<file path="src/rtl/pool_window_gen_pkg.sv">
// Shared constants and helpers for the pooling window producer and the max pooling stage.
// Window packing: element (r,c) sits at bit offset (r*pool+c)*data, element (0,0) at the LSBs.
package pool_window_gen_pkg;

    localparam int DEF_DATA_SIZE = 8;
    localparam int DEF_POOL_SIZE = 2;

    function automatic int clog2_min1(input int value);
        int w;
        w = 1;
        for (int i = 1; i < 31; i++) begin
            if ((32'sd1 << i) < value) begin
                w = i + 1;
            end
        end
        return w;
    endfunction

    function automatic int win_offset(input int r, input int c, input int pool, input int data);
        return (r * pool + c) * data;
    endfunction

endpackage

</file>
<file path="src/rtl/pool_window_gen_if.sv">
// Pixel stream in, packed window stream out; master is the upstream side, slave the window generator.
interface pool_window_gen_if import pool_window_gen_pkg::*; #(
    parameter int DATA_SIZE = DEF_DATA_SIZE,
    parameter int POOL_SIZE = DEF_POOL_SIZE
);
    logic                                       enable;
    logic [DATA_SIZE-1:0]                       pixel_in;
    logic [DATA_SIZE*POOL_SIZE*POOL_SIZE-1:0]   window_out;
    logic                                       window_valid;
    logic                                       frame_done;

    modport master (
        output enable, pixel_in,
        input  window_out, window_valid, frame_done
    );

    modport slave (
        input  enable, pixel_in,
        output window_out, window_valid, frame_done
    );
endinterface

</file>
<file path="src/rtl/pool_window_gen_line_buffer.sv">
// Line buffer for the upper pool_size-1 rows of a band: synchronous write, combinational read
// of pool_size adjacent columns from every stored row at once.
module pool_line_buffer import pool_window_gen_pkg::*; #(
    parameter int DATA_SIZE = DEF_DATA_SIZE,
    parameter int POOL_SIZE = DEF_POOL_SIZE,
    parameter int IMG_WIDTH = 8,
    parameter int CW        = 3,
    parameter int PW        = 1
) (
    input  logic                                        clk,
    input  logic                                        i_we,
    input  logic [PW-1:0]                               i_wrow,
    input  logic [CW-1:0]                               i_wcol,
    input  logic [DATA_SIZE-1:0]                        i_wdata,
    input  logic [CW-1:0]                               i_rcol,
    output logic [(POOL_SIZE-1)*POOL_SIZE*DATA_SIZE-1:0] o_rdata
);
    localparam int ROWS = POOL_SIZE - 1;

    logic [DATA_SIZE-1:0] r_mem [ROWS][IMG_WIDTH];

    // Store the incoming pixel at (band row, column); contents are never cleared.
    always_ff @(posedge clk) begin
        for (int r = 0; r < ROWS; r++) begin
            for (int c = 0; c < IMG_WIDTH; c++) begin
                if (i_we && (i_wrow == PW'(r)) && (i_wcol == CW'(c))) begin
                    r_mem[r][c] <= i_wdata;
                end
            end
        end
    end

    // One-hot column select per output word; out-of-range columns read as zero.
    always_comb begin
        o_rdata = '0;
        for (int r = 0; r < ROWS; r++) begin
            for (int c = 0; c < POOL_SIZE; c++) begin
                for (int k = 0; k < IMG_WIDTH; k++) begin
                    o_rdata[win_offset(r, c, POOL_SIZE, DATA_SIZE) +: DATA_SIZE] =
                        o_rdata[win_offset(r, c, POOL_SIZE, DATA_SIZE) +: DATA_SIZE] |
                        (((int'(i_rcol) + c) == k) ? r_mem[r][k] : {DATA_SIZE{1'b0}});
                end
            end
        end
    end

endmodule

</file>
<file path="src/rtl/pool_window_gen.sv">
// Streaming non-overlapping pooling window generator: raster pixels in, packed pool_size^2 windows out.
// Partial trailing columns/rows are counted but never produce a window.
module pool_window_gen import pool_window_gen_pkg::*; #(
    parameter int DATA_SIZE  = DEF_DATA_SIZE,
    parameter int POOL_SIZE  = DEF_POOL_SIZE,
    parameter int IMG_WIDTH  = 8,
    parameter int IMG_HEIGHT = 8
) (
    input  logic              clk,
    input  logic              reset,
    pool_window_gen_if.slave  bus
);
    localparam int CW    = clog2_min1(IMG_WIDTH);
    localparam int RW    = clog2_min1(IMG_HEIGHT);
    localparam int PW    = clog2_min1(POOL_SIZE);
    localparam int ROWS  = POOL_SIZE - 1;
    localparam int WIN_W = DATA_SIZE * POOL_SIZE * POOL_SIZE;

    logic [CW-1:0]                      r_col;
    logic [RW-1:0]                      r_row;
    logic [PW-1:0]                      r_cphase;
    logic [PW-1:0]                      r_rphase;
    logic [DATA_SIZE-1:0]               r_colsr [ROWS];
    logic [WIN_W-1:0]                   r_window;
    logic                               r_valid;
    logic                               r_frame_done;

    logic                               w_accept;
    logic                               w_fill;
    logic                               w_emit;
    logic                               w_col_last;
    logic                               w_row_last;
    logic [CW-1:0]                      w_rbase;
    logic [ROWS*POOL_SIZE*DATA_SIZE-1:0] w_lb_rd;
    logic [WIN_W-1:0]                   w_window;

    assign w_accept   = bus.enable && !reset;
    assign w_col_last = (r_col == CW'(IMG_WIDTH - 1));
    assign w_row_last = (r_row == RW'(IMG_HEIGHT - 1));
    assign w_fill     = (r_rphase != PW'(POOL_SIZE - 1));
    assign w_emit     = w_accept && !w_fill && (r_cphase == PW'(POOL_SIZE - 1));
    assign w_rbase    = r_col - CW'(POOL_SIZE - 1);

    pool_line_buffer #(
        .DATA_SIZE (DATA_SIZE),
        .POOL_SIZE (POOL_SIZE),
        .IMG_WIDTH (IMG_WIDTH),
        .CW        (CW),
        .PW        (PW)
    ) u_line_buffer (
        .clk     (clk),
        .i_we    (w_accept && w_fill),
        .i_wrow  (r_rphase),
        .i_wcol  (r_col),
        .i_wdata (bus.pixel_in),
        .i_rcol  (w_rbase),
        .o_rdata (w_lb_rd)
    );

    // Raster position plus column/row phase within the current pool band.
    always_ff @(posedge clk) begin
        if (reset) begin
            r_col    <= '0;
            r_row    <= '0;
            r_cphase <= '0;
            r_rphase <= '0;
        end else if (bus.enable) begin
            if (w_col_last) begin
                r_col    <= '0;
                r_cphase <= '0;
                if (w_row_last) begin
                    r_row    <= '0;
                    r_rphase <= '0;
                end else begin
                    r_row    <= r_row + RW'(1);
                    r_rphase <= (r_rphase == PW'(POOL_SIZE - 1)) ? '0 : r_rphase + PW'(1);
                end
            end else begin
                r_col    <= r_col + CW'(1);
                r_cphase <= (r_cphase == PW'(POOL_SIZE - 1)) ? '0 : r_cphase + PW'(1);
            end
        end
    end

    // Bottom-row pixels of the band; index 0 is the most recent one.
    always_ff @(posedge clk) begin
        if (w_accept && !w_fill) begin
            r_colsr[0] <= bus.pixel_in;
            for (int k = 1; k < ROWS; k++) begin
                r_colsr[k] <= r_colsr[k-1];
            end
        end
    end

    // Window assembly: stored rows on top, shift register plus live pixel on the bottom row.
    always_comb begin
        w_window = '0;
        for (int r = 0; r < ROWS; r++) begin
            for (int c = 0; c < POOL_SIZE; c++) begin
                w_window[win_offset(r, c, POOL_SIZE, DATA_SIZE) +: DATA_SIZE] =
                    w_lb_rd[win_offset(r, c, POOL_SIZE, DATA_SIZE) +: DATA_SIZE];
            end
        end
        for (int c = 0; c < POOL_SIZE - 1; c++) begin
            w_window[win_offset(ROWS, c, POOL_SIZE, DATA_SIZE) +: DATA_SIZE] = r_colsr[POOL_SIZE-2-c];
        end
        w_window[win_offset(ROWS, ROWS, POOL_SIZE, DATA_SIZE) +: DATA_SIZE] = bus.pixel_in;
    end

    // Registered outputs; window_out holds its last value between windows.
    always_ff @(posedge clk) begin
        if (reset) begin
            r_window     <= '0;
            r_valid      <= 1'b0;
            r_frame_done <= 1'b0;
        end else begin
            r_valid      <= w_emit;
            r_frame_done <= w_accept && w_col_last && w_row_last;
            if (w_emit) begin
                r_window <= w_window;
            end
        end
    end

    assign bus.window_out   = r_window;
    assign bus.window_valid = r_valid;
    assign bus.frame_done   = r_frame_done;

endmodule
</file>
<file path="src/flat_wrapper.sv">
// flat-port wrapper written by rule: the top's interface ports become plain ports
module pool_window_gen_flat import pool_window_gen_pkg::*;
#(
    parameter int DATA_SIZE  = DEF_DATA_SIZE,
    parameter int POOL_SIZE  = DEF_POOL_SIZE,
    parameter int IMG_WIDTH  = 8,
    parameter int IMG_HEIGHT = 8
)
  (clk, reset, bus_enable, bus_pixel_in, bus_window_out, bus_window_valid, bus_frame_done);
  pool_window_gen_if #(.DATA_SIZE(DATA_SIZE), .POOL_SIZE(POOL_SIZE)) bus_i ();
  input  logic clk;
  input  logic reset;
  input wire logic [$bits(bus_i.enable)-1:0] bus_enable;
  input wire logic [$bits(bus_i.pixel_in)-1:0] bus_pixel_in;
  output wire logic [$bits(bus_i.window_out)-1:0] bus_window_out;
  output wire logic [$bits(bus_i.window_valid)-1:0] bus_window_valid;
  output wire logic [$bits(bus_i.frame_done)-1:0] bus_frame_done;
  assign bus_i.enable = bus_enable;
  assign bus_i.pixel_in = bus_pixel_in;
  assign bus_window_out = bus_i.window_out;
  assign bus_window_valid = bus_i.window_valid;
  assign bus_frame_done = bus_i.frame_done;
  pool_window_gen #(.DATA_SIZE(DATA_SIZE), .POOL_SIZE(POOL_SIZE), .IMG_WIDTH(IMG_WIDTH), .IMG_HEIGHT(IMG_HEIGHT)) u_core (.clk(clk), .reset(reset), .bus(bus_i));
endmodule
</file>
<file path="config.mk">
export PLATFORM = sky130hd
export DESIGN_NAME = pool_window_gen_flat
export DESIGN_NICKNAME = d
export VERILOG_FILES = /design/src/rtl/pool_window_gen_pkg.sv /design/src/rtl/pool_window_gen_if.sv /design/src/rtl/pool_window_gen_line_buffer.sv /design/src/rtl/pool_window_gen.sv /design/src/flat_wrapper.sv
export SDC_FILE = /design/constraint.sdc
export NUM_CORES = 1
export LEC_CHECK = 0
export ABC_AREA = 0
export CELL_PAD_IN_SITES_DETAIL_PLACEMENT = 1
export CELL_PAD_IN_SITES_GLOBAL_PLACEMENT = 1
export CORE_MARGIN = 2
export CORE_UTILIZATION = 43
export DETAILED_ROUTE_END_ITERATION = 12
export PLACE_DENSITY = 0.73
export SETUP_SLACK_MARGIN = 0.2
export SLEW_MARGIN = 15
export SYNTH_ARGS = -nofsm -noshare
export SYNTH_HDL_FRONTEND = slang
export SYNTH_HIERARCHICAL = 1
export SYNTH_SLANG_ARGS = --single-unit
</file>
<file path="constraint.sdc">
create_clock -name clk -period 3.2 [get_ports clk]
set_input_delay 0.64 -clock clk [delete_from_list [all_inputs] [get_ports clk]]
set_output_delay 0.64 -clock clk [all_outputs]
set_load 0.1 [all_outputs]
</file>
==> impl_metrics.tcl, run 1 <==
set metrics [dict create \
    postCtsSetupBuffers 0 \
    finalMaxSlewViolations 0 \
    dieWidth_um 120 \
    tns_ps 0 \
    antenna_cells 0 \
    syn_to_final_growth_pct 18.9 \
    h-tree-depth 4 \
    grt_pass1_wl_um 22700 \
    synth_nets 489 \
    cts_sinks 114 \
    place.gp.congestion 0.793 \
    cts.path.max_buffers 2 \
    netlist_area_mm2 0.00574 \
    hold_viol_final 0 \
    io_pins 45 \
    vdd_ir_drop_max_v 0.000387 \
    rows 42 \
    drt-vias-per-instance 5.50 \
    synth_top_cell_area_share 0.377 \
    skew_ps 7.64 \
    antenna_found_initial 0 \
    yosysWarnings 14 \
    num_vias 3885 \
    clock.fmax_mhz 357 \
    die_area_mm2 0.0143 \
    grt_pass1_vias 4091 \
    slew_headroom 0.533 \
    drc 0 \
    async_flop_share 0 \
    cts_tree "built" \
    final_cell_mix "nand2b_1, edfxtp_1, and2_1" \
    finalCoreUtilization 0.520 \
    die_h_um 120 \
    io_buffer_count 44 \
    seqCellArea_mm2 0.00300 \
    yosys_register_bits 114 \
    maxCapViolations 0 \
    ys.flop_type "edfxtp_1" \
    cp-end-kind "register" \
    hpwl_um 9580 \
    dr.pass1.iters 6 \
    multi_input_area_mm2 0.00254 \
    ys_types 50 \
    post_drt_wl_per_cell_um 20.5 \
    routed_wl_um 14400 \
    fin_crit_ps 2800 \
    setup_viol 0 \
    power_leakage_nw 2.44 \
    crit_required_ps 3540 \
    grt_use_total 0.213 \
    worstSetupPathType "reg2reg" \
    clk_pin_slew_ps 50 \
    numCtsBuffers 17 \
    cts_resized 0 \
    grt_max_degree 73 \
    holdBufCountCts 0 \
    synth_area_leaders "edfxtp_1, dfxtp_1, mux2i_1" \
    ant_nets 0 \
    hp-class "reg2reg" \
    synth-edff-count 72 \
    clk_latency_ps 410 \
    start_util 0.437 \
    crit_arrival_ps 3140 \
    drt_iter0_markers 273 \
    overflow 0 \
    core_area_mm2 0.0131 \
    status "completed" \
    worstMarginPinSlew_ps 698 \
    ys_seq_area_frac 0.523 \
    yosys.area.top_type "edfxtp_1" \
    num-fill-cells 1371 \
    cp-start-kind "register" \
    powerDensity_mw_per_mm2 571 \
    syn_area_per_cell_um2 12.2 \
    synthCells 470 \
    cts-root-buf "clkbuf_16" \
    layout-drive-gt1-share 0.206 \
    cp_max_fo 40 \
    nets 536 \
    fin_crit_sh 0.874 \
    grt_setup_unrepaired "false" \
]
## worst max-delay path: stages (launching register included)
cell      delay [ps]
dfxtp_1          510
inv_1            140
buf_4            310
and2_1           260
ha_1             370
buf_4            240
mux2i_1           90
mux2_2           260
o221ai_1         300
nand2b_1          90
mux2i_1          140
## report_power, final
part	switching, W	internal, W
Sequential	0.0000118	0.00157
Clock	0.000626	0.00120
Combinational	0.000281	0.000212
Total	0.000919	0.00298
## through the flow
stage | cells | power (W) | hold WS, ps | setup WS (ps) | area [um2]
floorplan | 470 | 0.00196 | 463 | 288 | 5740
global placement | 674 | 0.00208 | 460 | 528 | 6250
detailed placement | 674 | 0.00210 | 469 | 391 | 6250
CTS | 706 | 0.00393 | 481 | 370 | 6820
global route | 706 | 0.00405 | 496 | 222 | 6830
finish | 706 | 0.00389 | 472 | 402 | 6830
## flip-flops by register name, indices dropped and copies added, names as in the netlist
| signal | cells |
|---|---|
| u_core/bus.window_valid | 1 |
| u_core/r_cphase | 1 |
| u_core/bus.frame_done | 1 |
| u_core/r_rphase | 1 |
| u_core/u_line_buffer/r_mem | 64 |
| u_core/bus.window_out | 32 |
| u_core/r_row | 3 |
| u_core/r_col | 3 |
| u_core/r_colsr | 8 |
## cells by family (layout without fill, tap and decap cells)
group,Yosys count,count (layout),synth area share
AOI/OAI and AO/OA,53,53,0.0743
xor gates and xnor gates,1,1,0.00153
adders and majority gates,8,8,0.0174
buffers and inverters,38,98,0.0370
DFF,114,114,0.523
muxes,63,63,0.132
and+or+nand+nor,193,193,0.215
## per-layer routing
layer	routed length, um	up-vias	GRT usage
met5	0	-	0
met4	272	0	0.0853
met3	587	19	0.0475
met2	7470	89	0.363
met1	6120	1979	0.262
li1	-	1798	-
## final timing paths
check        cells after the start                      from                         to  slack, ps
max reg2reg                     10           u_core/r_col[0]  u_core/bus.window_out[15]        400
min reg2reg                      2  u_core/bus.window_out[4]   u_core/bus.window_out[4]        470
max                             10           u_core/r_col[0]  u_core/bus.window_out[15]        400
min                              2  u_core/bus.window_out[4]   u_core/bus.window_out[4]        470
## cell usage after synthesis (all sizes together) (2+ instances only)
| library cell | n |
|---|---|
| nor3 | 3 |
| a311oi | 2 |
| mux2 | 9 |
| nand3b | 2 |
| o221ai | 7 |
| and2 | 58 |
| nand2 | 4 |
| nor2b | 16 |
| nand4bb | 2 |
| nor2 | 11 |
| inv | 7 |
| a222oi | 7 |
| mux4 | 9 |
| nand4b | 2 |
| nand2b | 72 |
| o21a | 4 |
| o21ai | 3 |
| a21oi | 8 |
| clkbuf | 11 |
| a211oi | 2 |
| nor3b | 5 |
| a21bo | 4 |
| edfxtp | 72 |
| dfxtp | 42 |
| mux2i | 45 |
| a22oi | 3 |
| ha | 8 |
| or3b | 3 |
| a31oi | 4 |
| a221oi | 3 |
| and3 | 4 |
| buf | 20 |
| nand3 | 9 |
## layout make-up
type                    instances  area share
flip-flops and latches        114       0.440
multi-input cells             318       0.372
clock buffers                  29      0.0779
repair buffers                 59      0.0678
well taps                     176      0.0323
clock inverters                 3     0.00642
inverters                       7     0.00385
(Power assumes the default switching activity.)
==> run 2, diff against run 1 <==
--- a/config.mk
+++ b/config.mk
@@ -12,7 +12,6 @@
 export CORE_UTILIZATION = 43
 export DETAILED_ROUTE_END_ITERATION = 12
 export PLACE_DENSITY = 0.73
-export SETUP_SLACK_MARGIN = 0.2
 export SLEW_MARGIN = 15
 export SYNTH_ARGS = -nofsm -noshare
 export SYNTH_HDL_FRONTEND = slang
==> impl_metrics.tcl, run 2 (synthesis results as in run 1) <==
set metrics [dict create \
    grt_pass1_vias 4144 \
    dr.pass1.iters 5 \
    rows 42 \
    ff2ff_path_depth 11 \
    top_register "u_core/u_line_buffer/r_mem" \
    grt_use_total 0.220 \
    cp_max_fo 12 \
    post_drt_wl_per_cell_um 20.8 \
    clk_pin_slew_ps 50 \
    r2r_slack_ps 340 \
    syn_to_final_growth_pct 18.7 \
    timing.rr.end "u_core/bus.window_out[12]" \
    power_leakage_nw 2.45 \
    drc 0 \
    vdd_ir_drop_max_v 0.000309 \
    clock.fmax_mhz 350 \
    startpoint "u_core/r_col[0]" \
    grt_pass1_wl_um 23100 \
    grt_setup_unrepaired "false" \
    grt_max_degree 73 \
    cp-start-kind "register" \
    largest_reg_flops 64 \
    timing.rr.start "u_core/r_col[0]" \
    io_buffer_count 44 \
    drt_iter0_markers 242 \
    slew_headroom 0.604 \
    routed_wl_um 14600 \
    design_area_mm2 0.00682 \
    numCtsBuffers 17 \
    postCtsSetupBuffers 0 \
    final_cell_mix "nand2b_1, edfxtp_1, and2_1" \
    worstSetupPathType "reg2reg" \
    antenna_cells 0 \
    io_pins 45 \
    h-tree-depth 4 \
    placed_cell_area_mm2 0.00624 \
    placed_cells 673 \
    hp-class "reg2reg" \
    holdBufCountCts 0 \
    layout-drive-gt1-share 0.212 \
    tns_ps 0 \
    powerDensity_mw_per_mm2 571 \
    cp-endpoint "u_core/bus.window_out[12]" \
    die_h_um 120 \
    whs_path_depth 2 \
    finalMaxSlewViolations 0 \
    setup_viol 0 \
    num_vias 3943 \
    cts_sinks 114 \
    cts_tree "built" \
    maxCapViolations 0 \
    overflow 0 \
    die_area_mm2 0.0143 \
    ant_nets 0 \
    hpwl_um 9900 \
    hold_viol_final 0 \
    core_area_mm2 0.0131 \
    worstMarginPinSlew_ps 594 \
    antenna_found_initial 0 \
    cp-end-kind "register" \
    fin_cells 705 \
    clk_latency_ps 420 \
    cts_resized 0 \
    status "completed" \
    start_util 0.437 \
    nets 535 \
    skew_ps 7.28 \
    dieWidth_um 120 \
    drt-vias-per-instance 5.59 \
    crit_required_ps 3480 \
    fin_crit_sh 0.894 \
    cts.path.max_buffers 2 \
    cts-root-buf "clkbuf_16" \
    place.gp.congestion 0.820 \
    crit_arrival_ps 3140 \
    fin_crit_ps 2860 \
    num-fill-cells 1381 \
]
-- run 2: how the worst min path moves through the flow --
| stage | startpoint | to | slack, ps |
|---|---|---|---|
| after global routing | u_core/bus.window_out[29] | u_core/bus.window_out[29] | 490 |
| final | u_core/bus.window_out[10] | u_core/bus.window_out[10] | 480 |
| after CTS | u_core/bus.window_out[5] | u_core/bus.window_out[5] | 480 |
| after floorplan | u_core/r_cphase | u_core/r_cphase | 460 |
| after global placement | u_core/bus.window_out[24] | u_core/bus.window_out[24] | 460 |
| after detailed placement | u_core/bus.window_out[11] | u_core/bus.window_out[11] | 460 |
-- run 2: area by class of cell --
type | instances | area [um2] | area share
Clock buffer | 23 | 499 | 0.0733
Sequential cell | 114 | 3000 | 0.441
Timing Repair Buffer | 58 | 455 | 0.0668
Tap cell | 176 | 220 | 0.0323
Inverter | 7 | 26.3 | 0.00386
Clock inverter | 9 | 76.3 | 0.0112
Multi-Input combinational cell | 318 | 2530 | 0.372
-- run 2: metrics by stage --
| stage | hold slack [ps] | worst slack (ps) | power (W) | util |
|---|---|---|---|---|
| final | 475 | 340 | 0.00389 | 0.519 |
| after global routing | 488 | 139 | 0.00403 | 0.519 |
| after CTS | 481 | 346 | 0.00392 | 0.519 |
| after detailed placement | 463 | 372 | 0.00209 | 0.475 |
| after global placement | 459 | 475 | 0.00207 | 0.475 |
| after floorplan | 463 | 182 | 0.00196 | - |
-- run 2: layer usage --
| layer | up-vias | GRT usage | wire, um |
|---|---|---|---|
| met1 | 1979 | 0.280 | 6180 |
| met3 | 29 | 0.0537 | 906 |
| met5 | - | 0 | 0 |
| met4 | 0 | 0.0993 | 419 |
| li1 | 1801 | - | - |
| met2 | 134 | 0.355 | 7130 |
-- run 2: power breakdown --
part | internal (W) | switching (W) | total, W
clock | 0.00117 | 0.000655 | 0.00182
sequential | 0.00157 | 0.0000131 | 0.00158
combinational | 0.000212 | 0.000276 | 0.000488
total | 0.00295 | 0.000945 | 0.00389
-- run 2: critical path: stages, from the launching register on --
cell and delay [ps]:
dfxtp_1 520, inv_1 130, ha_1 330, inv_1 60
and2_1 150, ha_1 500, buf_4 310, mux4_2 320
nor2_1 150, a211oi_2 70, nand2b_1 100, mux2i_1 60
